$ cat src/rtl/instr_feeder.sv
// Program buffer and replay engine for the core's instruction pins.
// A program is loaded over a valid/ready port and then replayed one word per clock, with the core's reset handled here.
module instr_feeder #(
   parameter int unsigned   DEPTH     = 16,
   parameter int unsigned   AW        = 4,
   parameter int unsigned   IW        = 6,
   parameter logic [IW-1:0] IDLE_WORD = '0
) (
   input  logic          clk,
   input  logic          rst,
   input  logic          load_start,
   input  logic          wr_valid,
   input  logic [IW-1:0] wr_data,
   input  logic          wr_last,
   output logic          wr_ready,
   input  logic          run_start,
   input  logic          loop_en,
   input  logic          stall,
   output logic [IW-1:0] instr_out,
   output logic          instr_valid,
   output logic          cpu_rst,
   output logic          done,
   output logic [AW:0]   prog_len,
   output logic [7:0]    issue_count
);

   typedef enum logic [1:0] {
      S_IDLE = 2'd0,
      S_LOAD = 2'd1,
      S_RUN  = 2'd2,
      S_HALT = 2'd3
   } state_t;

   state_t        r_state;
   logic [IW-1:0] r_mem [DEPTH];
   logic [AW-1:0] r_wr_ptr;
   logic [AW-1:0] r_rd_ptr;
   logic [AW:0]   r_prog_len;
   logic [7:0]    r_issue_count;
   logic [IW-1:0] r_instr_out;
   logic          r_instr_valid;
   logic          r_cpu_rst;
   logic          r_wr_ready;
   logic          r_done;

   logic w_wr_fire;
   logic w_wr_full;
   logic w_rd_last;
   logic w_have_prog;

   assign w_wr_fire   = (r_state == S_LOAD) && wr_valid && r_wr_ready;
   assign w_wr_full   = (r_prog_len == (AW+1)'(DEPTH - 1));
   assign w_rd_last   = ({1'b0, r_rd_ptr} == (r_prog_len - (AW+1)'(1)));
   assign w_have_prog = (r_prog_len != '0);

   // Buffer storage carries no reset.
   always_ff @(posedge clk) begin
      if (!rst && w_wr_fire) begin
         r_mem[r_wr_ptr] <= wr_data;
      end
   end

   always_ff @(posedge clk) begin
      if (rst) begin
         r_state       <= S_IDLE;
         r_wr_ptr      <= '0;
         r_rd_ptr      <= '0;
         r_prog_len    <= '0;
         r_issue_count <= '0;
         r_instr_out   <= IDLE_WORD;
         r_instr_valid <= 1'b0;
         r_cpu_rst     <= 1'b1;
         r_wr_ready    <= 1'b0;
         r_done        <= 1'b0;
      end else begin
         case (r_state)
            S_IDLE, S_HALT: begin
               r_instr_out   <= IDLE_WORD;
               r_instr_valid <= 1'b0;
               r_wr_ready    <= 1'b0;
               r_done        <= (r_state == S_HALT);
               // HALT keeps the core out of reset so its outputs stay observable.
               r_cpu_rst     <= (r_state == S_IDLE);
               if (load_start) begin
                  r_state    <= S_LOAD;
                  r_wr_ptr   <= '0;
                  r_prog_len <= '0;
                  r_wr_ready <= 1'b1;
                  r_cpu_rst  <= 1'b1;
                  r_done     <= 1'b0;
               end else if (run_start && w_have_prog) begin
                  r_state       <= S_RUN;
                  r_rd_ptr      <= '0;
                  r_issue_count <= '0;
                  r_cpu_rst     <= 1'b0;
                  r_done        <= 1'b0;
               end
            end
            S_LOAD: begin
               r_cpu_rst <= 1'b1;
               if (w_wr_fire) begin
                  r_wr_ptr   <= r_wr_ptr + AW'(1);
                  r_prog_len <= r_prog_len + (AW+1)'(1);
                  if (wr_last || w_wr_full) begin
                     r_state    <= S_IDLE;
                     r_wr_ready <= 1'b0;
                  end
               end
            end
            S_RUN: begin
               r_cpu_rst  <= 1'b0;
               r_done     <= 1'b0;
               r_wr_ready <= 1'b0;
               if (stall) begin
                  r_instr_out   <= IDLE_WORD;
                  r_instr_valid <= 1'b0;
               end else begin
                  r_instr_out   <= r_mem[r_rd_ptr];
                  r_instr_valid <= 1'b1;
                  if (r_issue_count != 8'hFF) begin
                     r_issue_count <= r_issue_count + 8'd1;
                  end
                  // Wrap on program length, not buffer depth.
                  if (w_rd_last) begin
                     r_rd_ptr <= '0;
                     if (!loop_en) begin
                        r_state <= S_HALT;
                     end
                  end else begin
                     r_rd_ptr <= r_rd_ptr + AW'(1);
                  end
               end
            end
            default: r_state <= S_IDLE;
         endcase
      end
   end

   assign wr_ready    = r_wr_ready;
   assign instr_out   = r_instr_out;
   assign instr_valid = r_instr_valid;
   assign cpu_rst     = r_cpu_rst;
   assign done        = r_done;
   assign prog_len    = r_prog_len;
   assign issue_count = r_issue_count;

endmodule

$ cat config.mk
export PLATFORM = sky130hd
export DESIGN_NAME = instr_feeder
export DESIGN_NICKNAME = d
export VERILOG_FILES = /design/src/rtl/instr_feeder.sv
export SDC_FILE = /design/constraint.sdc
export NUM_CORES = 1
export LEC_CHECK = 0
export ABC_CLOCK_PERIOD_IN_PS = 2000
export CORE_ASPECT_RATIO = 2
export CORE_MARGIN = 1.5
export CORE_UTILIZATION = 53
export DETAILED_ROUTE_END_ITERATION = 10
export HOLD_SLACK_MARGIN = 0.06
export PLACE_DENSITY = 0.75
export REMOVE_ABC_BUFFERS = 1
export SYNTH_ARGS = -nofsm -noshare
export SYNTH_HDL_FRONTEND = slang
export SYNTH_SLANG_ARGS = --single-unit
$ cat constraint.sdc
create_clock -name clk -period 2 [get_ports clk]
set_input_delay 0.4 -clock clk [delete_from_list [all_inputs] [get_ports clk]]
set_output_delay 0.4 -clock clk [all_outputs]
set_load 0.02 [all_outputs]
; ---- Yosys cells after proc, flatten, opt, wreduce, memory -nomap -nowiden
; Memory sizes are Yosys's and may differ from the RTL's. A register that Yosys moved wholly into a read port is not among the register bits.
; Index checks and enable logic that the tools add are counted.
[word_totals]
reg_bits = 33
ramBits = 96
wordCells = 90
input_bits = 14
mem_count = 1
output_inout_bits = 23
[classes]
add_sub_neg = 5
eq_ne = 16
muxes = 42
reduce_logical = 16
[memory_table]
columns = memory, words, width, read_ports, rd_ports_with_merged_regs, write_ports, line
row1 = r_mem, 16, 6, 1, 1, 1, 35  ; logic [IW-1:0] r_mem [DEPTH];
[op_table]
columns = operator, n
row1 = $mux W4, 8
row2 = $mux W8, 4
row3 = $ne A2 B2 Y1 const B, 8
row4 = $pmux W4 S2, 2
row5 = $pmux W8 S2, 1
row6 = $mux W2, 7
row7 = $pmux W6 S2, 1
row8 = $mux W1, 10
row9 = $mux W5, 2
row10 = $pmux W5 S2, 1
row11 = $add A4 B1 Y4 const B, 2
row12 = $add A8 B1 Y8 const B, 1
row13 = $ne A8 B8 Y1 const B, 1
row14 = $mux W6, 1
row15 = $pmux W1 S3, 2
row16 = $pmux W2 S3, 1
row17 = $reduce_and A6 Y1, 1
row18 = $add A5 B1 Y5 const B, 1
row19 = $eq A4 B5 Y1, 1
row20 = $eq A5 B4 Y1 const B, 1
row21 = $reduce_and A5 Y1, 1
row22 = $reduce_bool A5 Y1, 1
row23 = $sub A5 B1 Y5 const B, 1
row24 = $eq A2 B2 Y1 const B, 2
row25 = 13 further kinds, 18

; ---- Longest topological paths before layout
; Gate-level depths: netlist of the first run.
[logic_depth]
ltp_word = 7
mapped_depth = 9
mapped_depth_nobuf = 8

; ---- Least setup slack after synthesis of the first run
; OpenSTA, ideal clock, no wires.
[synth_path]
kind = reg2reg
start = reg r_prog_len[0] (netlist: prog_len[0])
end = reg r_state[0]
path_slack_ns = -0.176
setup_time_ns = 0.133
period_less_slack_ns = 2.176
required_time_ns = 1.867
path_stages_with_launch = 8
path_buffers = 0
t_arrival_ns = 2.043
path_cell_list = dfxtp_1 -> inv_1 -> ha_1 -> xnor2_1 -> a2111o_1 -> a211o_1 -> a211oi_1 -> a211oi_1
[synth_via]
elab_chain_len = 4
elab_cells_between_ends = 10
classes_between = add/sub (1) / eq/ne (5) / reduce/logical (4)
[synth_lines]
columns = item, line
row1 = from (decl), 38  ; logic [AW:0] r_prog_len;
row2 = from (signal assigned), 103  ; r_prog_len <= r_prog_len + (AW+1)'(1);
row3 = $sub A5 B1 Y5 (tied with other cells), 53  ; assign w_rd_last = ({1'b0, r_rd_ptr} == (r_prog_len - (AW+1)'(1)));
row4 = $eq A4 B5 Y1 (tied with other cells), 53
row5 = $ne A2 B2 Y1 (no source line) (tied with other cells), --
row6 = $reduce_and A6 Y1 (no source line) (*), --
row7 = to (signal assigned), 65  ; r_state <= S_IDLE;
row8 = to (signal assigned), 85  ; r_state <= S_LOAD;
row9 = to (signal assigned), 92  ; r_state <= S_RUN;
row10 = to (decl), 34  ; state_t r_state;
; Mark *: on every way between the ends. The rest lies on a longest branch, timed or not.
; A chain may end at the register's enable or synchronous reset.

; ---- Worst setup path in the final report of the first run
[layout_path]
start = reg r_prog_len[0] (netlist: prog_len[0])
end = reg r_rd_ptr[0]
[layout_via]
elab_chain_len = 5
elab_cells_between_ends = 9
classes_between = add/sub (1) / eq/ne (2) / mux (3) / reduce/logical (3)
[layout_lines]
columns = item, line
row1 = $sub A5 B1 Y5, 53
row2 = $eq A4 B5 Y1, 53
row3 = $mux W4, 124  ; if (w_rd_last) begin
row4 = $mux W4, 114  ; if (stall) begin
row5 = $pmux W4 S2, 76  ; case (r_state)
row6 = to (signal assigned), 130  ; r_rd_ptr <= r_rd_ptr + AW'(1);
row7 = to (decl), 37  ; logic [AW-1:0] r_rd_ptr;
; Parallel ways exist; a longest one is shown, timed or not. The select of a mux whose other input is x is not followed.

==> results_dict.tcl, run 1 <==
set metrics [dict create \
    fin_crit_sh 1.00 \
    synth_fa_ha_area_frac 0.0304 \
    layout-drive-gt1-share 0.326 \
    synth_most_common_cell "sky130_fd_sc_hd__edfxtp_1" \
    track_usage 0.254 \
    synthDominantCellAreaShare 0.500 \
    hold_fails_final_rpt 0 \
    post_synth_simple_gate_area 0.105 \
    nFillCells 675 \
    post_detail_place_hpwl_um 9470 \
    worst-endpoint-arrival_ns 2.33 \
    std_cell_rows 53 \
    core-area_um2 10500 \
    clk_root_buffer_cell "sky130_fd_sc_hd__clkbuf_16" \
    slowest_delay_ns 0.50 \
    detailroute.via_count 3834 \
    worst_r2r_startpoint "prog_len[0]" \
    synth.mux.area_fraction 0.127 \
    worst_path_cell_trace "buf_4, or3_2, mux2i_4, a211oi_4, or4_4, a21oi_2" \
    dr_drc_count 0 \
    power-per-cell-area_nw_per_um2 1080 \
    timing.critical_path.fanout_max 3 \
    worst_slack_ns -0.00238 \
    syn-instance-count 408 \
    postSynthRegisterBits 133 \
    transition_time_of_the_tightest_slew_check_pin_ns 0.682 \
    grt_setup_unrepaired "true" \
    ys_top_cells_by_area "sky130_fd_sc_hd__edfxtp_1 50%, sky130_fd_sc_hd__dfxtp_1 13%, sky130_fd_sc_hd__mux4_2 9.4%" \
    final_max_slew_viol_count 0 \
    effective_utilization_at_floorplan 0.547 \
    grt_pass1_wl_um 21400 \
    post_synth_xor_area_fraction 0.0121 \
    drv_cap 0 \
    drt_first_iter_violations 370 \
    register_area_um2 3630 \
    postLayoutCellArea_um2 7440 \
    clk_pin_slew_ns 0.06 \
    synth-main-ff-cell "sky130_fd_sc_hd__edfxtp_1" \
    clock_insertion_delay_worst_skew_ns 0.41 \
    count_of_flip_flops_with_a_built_in_enable_after_synthesis 96 \
    finalWirelength_um 13600 \
    vias_in_the_first_global_route 4125 \
    detailed_place.area_um2 6620 \
    yosys.cell_types.count 55 \
    place_worst_setup_slack_ns -0.383 \
    run_status "complete, but fails checks" \
    syn_area_per_cell_um2 14.1 \
    hold_path_class "flip-flop to flip-flop" \
    drt_pass1_iterations 4 \
    antenna_found_initial 0 \
    io_pins 37 \
    number_of_port_buffers 36 \
    violations "negative setup slack" \
    multi_input_comb_area_um2 2160 \
    dpl.cell_count 612 \
    clock.fmax_mhz 499 \
    clock-skew-final_ns 0.00899 \
    final_net_count 528 \
    synth_seq_area_share 0.628 \
    setup-violations-final 2 \
    synth.cells.most_frequent "96 x sky130_fd_sc_hd__edfxtp_1, 43 x sky130_fd_sc_hd__nor2_1, 37 x sky130_fd_sc_hd__dfxtp_1" \
    routed_wire_length_per_instance_um 21.0 \
    setup.worst_path.end_class "flip-flop" \
    postCtsHoldBufs 0 \
    required_time_of_the_critical_path_ns 2.33 \
    floorplan.die.width_um 76.8 \
    grt-ovfl-total 0 \
    main_combinational_cell_family_by_area_after_synthesis "multiplexers" \
    holdCritStartpoint "instr_out[2]" \
    postLayoutCoreUtil 0.706 \
    grt_max_degree 25 \
    cts_max_path_buffers 2 \
    yosysWarningCount 0 \
    synth_area_leader_cell "sky130_fd_sc_hd__edfxtp_1" \
    vias_per_cell 5.90 \
    synth_to_layout_area_growth_pct 29.0 \
    critical_path.slowest_cell "sky130_fd_sc_hd__or3_2" \
    min_period_ns 2.00 \
    die-area_um2 11600 \
    ir_drop_uv 1050 \
    setup.worst_path.class "flip-flop to flip-flop" \
    cts_tree "yes" \
    synth_compound_gate_area_share 0.0668 \
    cp-startpoint "prog_len[0]" \
    numClockSinks 133 \
    route.antenna.remaining_nets 0 \
    htree_levels 4 \
    power.leakage_nw 2.60 \
    synthArstFlopShare 0 \
    gp_congestion 0.956 \
    slew_headroom 0.544 \
    cell_count_final_fillers_out 650 \
    antenna-diode-count 0 \
    tritoncts.num_buffers 17 \
    die_h_um 151 \
    holdWs_ns 0.484 \
    startpoint_type "flip-flop" \
    synth_area_um2 5770 \
]
## registers in the layout, indices dropped and copies added (netlist names), named ones only
signal / count
r_state: 2
r_wr_ptr: 4
instr_valid: 1
r_rd_ptr: 4
wr_ready: 1
instr_out: 6
r_mem: 96
issue_count: 8
done: 1
prog_len: 5
cpu_rst: 1
## worst max-delay path: cells and delay by family (launching register included)
family / cells / cell delay (ns)
buf+inv: 1 / 0.14
compound gates: 2 / 0.26
mux: 1 / 0.21
flops: 1 / 0.33
simple gates: 2 / 1.00
## logic make-up (layout without fill, tap and decap cells)
family                     count (synthesis)  in the layout
adders and majority gates                 14             14
and+or+nand+nor                          119            119
DFF                                      133            133
AOI/OAI and AO/OA                         56             56
buffers and inverters                     36            141
xor gates and xnor gates                   8              8
muxes                                     42             42
## repair_timing
action,CTS,global route
setup buffers,5,1
pin swaps,3,9
setup endpoints to repair,119,120
hold endpoints to repair,0,0
gates cloned,1,0
gates resized for setup,18,27
## power by group
| group | total [mW] | switching, mW | internal (mW) |
|---|---|---|---|
| sequential | 3.07 | 0.0489 | 3.02 |
| combinational | 1.94 | 1.04 | 0.908 |
| clock | 3.01 | 1.26 | 1.75 |
| total | 8.02 | 2.35 | 5.67 |
## stage by stage
step / total power [mW] / TNS, ns
after floorplan: 4.01 / -6.52
after global placement: 4.65 / -29.63
after detailed placement: 4.70 / -31.23
after CTS: 7.88 / 0
after global routing: 8.33 / -0.362
final: 8.02 / -0.00393
## path summary, 6_finish.rpt
kind	depth (start not counted)	endpoint	slack (ns)
worst max-delay path	6	r_rd_ptr[0]	-0.002
worst min-delay path	2	instr_out[2]	0.48
worst max register to register	6	r_rd_ptr[0]	-0.002
worst min register to register	2	instr_out[2]	0.48
## area by class of cell
| class | count | area share |
|---|---|---|
| repair buffers | 95 | 0.116 |
| clock inverters | 15 | 0.0197 |
| flip-flops and latches | 133 | 0.487 |
| multi-input cells | 239 | 0.290 |
| inverters | 14 | 0.00706 |
| clock buffers | 17 | 0.0572 |
| well taps | 137 | 0.0230 |
## placed cells by master (no fill, tap or decap), types with 3 or more instances in the layout
cell                              count
sky130_fd_sc_hd__a21oi_2              3
sky130_fd_sc_hd__a21oi_1             16
sky130_fd_sc_hd__inv_2                3
sky130_fd_sc_hd__inv_1               11
sky130_fd_sc_hd__nor4b_1              3
sky130_fd_sc_hd__clkdlybuf4s50_1     33
sky130_fd_sc_hd__nand2b_1             5
sky130_fd_sc_hd__nand2_1             24
sky130_fd_sc_hd__clkinvlp_4           3
sky130_fd_sc_hd__mux2_2               9
sky130_fd_sc_hd__o22ai_1              5
sky130_fd_sc_hd__buf_12               4
sky130_fd_sc_hd__o32ai_1              4
sky130_fd_sc_hd__nor3_2               3
sky130_fd_sc_hd__or3_1                6
sky130_fd_sc_hd__nand3b_1             3
sky130_fd_sc_hd__a31oi_1              4
sky130_fd_sc_hd__ha_1                10
sky130_fd_sc_hd__dfxtp_1             35
sky130_fd_sc_hd__ha_4                 3
sky130_fd_sc_hd__nor2_1              41
sky130_fd_sc_hd__mux4_2              24
sky130_fd_sc_hd__mux2i_1              5
sky130_fd_sc_hd__edfxtp_1            96
sky130_fd_sc_hd__xor2_1               5
sky130_fd_sc_hd__buf_4               54
sky130_fd_sc_hd__nand3_1              7
sky130_fd_sc_hd__clkbuf_16           17
sky130_fd_sc_hd__o21ai_0              3
sky130_fd_sc_hd__nand4_1              4
sky130_fd_sc_hd__inv_6                6
## layer usage
metal,global-route usage,routed length [µm],vias to the layer above
met3,0.0521,529,42
met5,0,0,-
li1,-,-,1738
met1,0.240,4550,1914
met2,0.489,7840,140
met4,0.154,730,0
Power figures use the tool's default switching activity.
==> run 2: changes to the inputs <==
- CORE_UTILIZATION: 53 -> 43
- PLACE_DENSITY: 0.75 -> not set
==> results_dict.tcl, run 2 (synthesis results as in run 1) <==
set metrics [dict create \
    post_detail_place_hpwl_um 9550 \
    worst-endpoint-arrival_ns 2.28 \
    min_period_ns 1.98 \
    clock-skew-final_ns 0.0111 \
    grtUsageMet2 0.398 \
    clk_root_buffer_cell "sky130_fd_sc_hd__clkbuf_16" \
    clk_pin_slew_ns 0.06 \
    grt_setup_unrepaired "true" \
    power_switching_mw 2.20 \
    layout.cells.most_common_list "96 x sky130_fd_sc_hd__edfxtp_1, 70 x sky130_fd_sc_hd__buf_4, 43 x sky130_fd_sc_hd__nor2_1" \
    layout-drive-gt1-share 0.340 \
    globalRouteMet3Util 0.0327 \
    holdWs_ns 0.474 \
    grt_pass1_wl_um 21100 \
    effective_utilization_at_floorplan 0.441 \
    slew_headroom 0.556 \
    ir_drop_uv 842 \
    required_time_of_the_critical_path_ns 2.30 \
    largest-register "r_mem" \
    postCtsHoldBufs 0 \
    grt_max_degree 25 \
    detailroute.via_count 3702 \
    finalWirelength_um 13300 \
    numClockSinks 133 \
    die-area_um2 14200 \
    largest_register_ff_count 96 \
    drt_first_iter_violations 190 \
    grt.met1_usage 0.191 \
    routed_wire_length_per_instance_um 19.5 \
    gp_congestion 0.929 \
    grt-ovfl-total 0 \
    vias_per_cell 5.44 \
    final_net_count 544 \
    clock_insertion_delay_worst_skew_ns 0.42 \
    timing.critical_path.fanout_max 6 \
    cts_tree "yes" \
    cts_max_path_buffers 2 \
    antenna-diode-count 0 \
    slowest_delay_ns 0.48 \
    run_status "complete, but fails checks" \
    critical_path.slowest_cell "sky130_fd_sc_hd__a2111o_1" \
    power-per-cell-area_nw_per_um2 1090 \
    clock.fmax_mhz 505 \
    clkPwrFrac 0.388 \
    drt_pass1_iterations 10 \
    share_comb_of_total_power 0.241 \
    io_pins 37 \
    route.antenna.remaining_nets 0 \
    setup.worst_path.end_class "flip-flop" \
    core-area_um2 13100 \
    setup-violations-final 0 \
    htree_levels 4 \
    path_delay_family "compound AO/OA/AOI/OAI gates" \
    drv_cap 0 \
    tritoncts.num_buffers 17 \
    vias_in_the_first_global_route 3971 \
    worst_path_cell_trace "inv_2, ha_4, nand2b_4, a2111o_1, a211o_4, a211oi_2, a211oi_1" \
    power.leakage_nw 2.62 \
    mostFrequentLayoutCell "sky130_fd_sc_hd__edfxtp_1" \
    violations "design-rule violations" \
    number_of_port_buffers 36 \
    worst-path-buf-inv 1 \
    hold_fails_final_rpt 0 \
    floorplan.die.width_um 84.9 \
    transition_time_of_the_tightest_slew_check_pin_ns 0.664 \
    track_usage 0.201 \
    antenna_found_initial 0 \
    hold_path_class "flip-flop to flip-flop" \
    final_max_slew_viol_count 0 \
    setup.worst_path.class "flip-flop to flip-flop" \
    cell_internal_pwr_mw 6.06 \
    startpoint_type "flip-flop" \
    postLayoutCellArea_um2 7570 \
    p_sw_frac 0.267 \
    globalRoute.busiestLayer "met2" \
    std_cell_rows 59 \
    synth_to_layout_area_growth_pct 31.3 \
    dr_drc_count 2 \
    share_seq_of_total_power 0.371 \
    die_h_um 167 \
    detailed_place.area_um2 6710 \
    fin_crit_sh 0.990 \
]
run 2: cell count changes in the layout (fill, tap and decap cells not counted), moves of 3 or more:
cell | previous run | this run
sky130_fd_sc_hd__dfxtp_2 | 2 | 5
sky130_fd_sc_hd__clkdlybuf4s50_1 | 33 | 36
sky130_fd_sc_hd__bufinv_16 | 1 | 4
sky130_fd_sc_hd__dfxtp_1 | 35 | 32
sky130_fd_sc_hd__buf_4 | 54 | 70
sky130_fd_sc_hd__inv_6 | 6 | 1
sky130_fd_sc_hd__nor3_2 | 3 | 0
sky130_fd_sc_hd__nor3_1 | 2 | 5
run 2: metrics by stage:
| stage | std cells | power, mW | setup slack [ns] | utilization | setup TNS [ns] |
|---|---|---|---|---|---|
| after floorplan | 386 | 4.01 | -0.391 | - | -6.52 |
| after CTS | 673 | 8.15 | -0.00814 | 0.566 | -0.00814 |
| final | 681 | 8.26 | 0.0201 | 0.580 | 0 |
| after global placement | 640 | 4.83 | -0.162 | 0.514 | -4.20 |
| after detailed placement | 640 | 4.85 | -0.182 | 0.514 | -7.50 |
| after global routing | 681 | 8.57 | -0.0235 | 0.580 | -0.0938 |
run 2: layout make-up:
| type | count | area, µm² |
|---|---|---|
| clock buffers | 18 | 429 |
| clock inverters | 14 | 184 |
| fillers | 1063 | 5490 |
| inverters | 14 | 52.6 |
| multi-input cells | 239 | 2130 |
| flip-flops and latches | 133 | 3630 |
| well taps | 152 | 190 |
| repair buffers | 111 | 953 |
run 2: path summary, 6_finish.rpt:
kind	start	endpoint	slack, ns	depth (start not counted)
worst max-delay path	prog_len[0]	r_state[0]	0.02	7
worst min register to register	instr_out[5]	instr_out[5]	0.47	2
worst min-delay path	instr_out[5]	instr_out[5]	0.47	2
worst max register to register	prog_len[0]	r_state[0]	0.02	7
run 2: timing repair:
item / 4_1_cts / 5_1_grt
setup endpoints to repair: 20 / 51
buffers inserted: 0 / 8
pin swaps: 2 / 10
gates cloned: 1 / 0
gates resized for setup: 13 / 30
run 2: layer usage:
layer / vias to the layer above / routed length [µm]
met1: 1829 / 4490
li1: 1769 / -
met4: 0 / 388
met5: - / 0
met2: 78 / 8070
met3: 26 / 317
run 2: power groups by stage:
stage                     sequential (mW)  combinational (mW)  clock [mW]
final                                3.07                1.99        3.20
after global placement               3.11                1.71           0
after CTS                            3.06                1.85        3.24
after floorplan                      3.19               0.821           0
after global routing                 3.07                2.14        3.35
after detailed placement             3.11                1.73           0
run 2: worst reg2reg max path: cells and delay by family, from the launching register on:
family,cells,cell delay (ns)
buf+inv,1,0.05
fa+ha+maj,1,0.17
flops,1,0.34
compound gates,4,1.17
simple gates,1,0.13
==> run 3: changes to the inputs <==
- ABC_AREA: not set -> 0
==> results of run 3 <==
The final DEF is identical to that of run 2; final timing and power are the same.
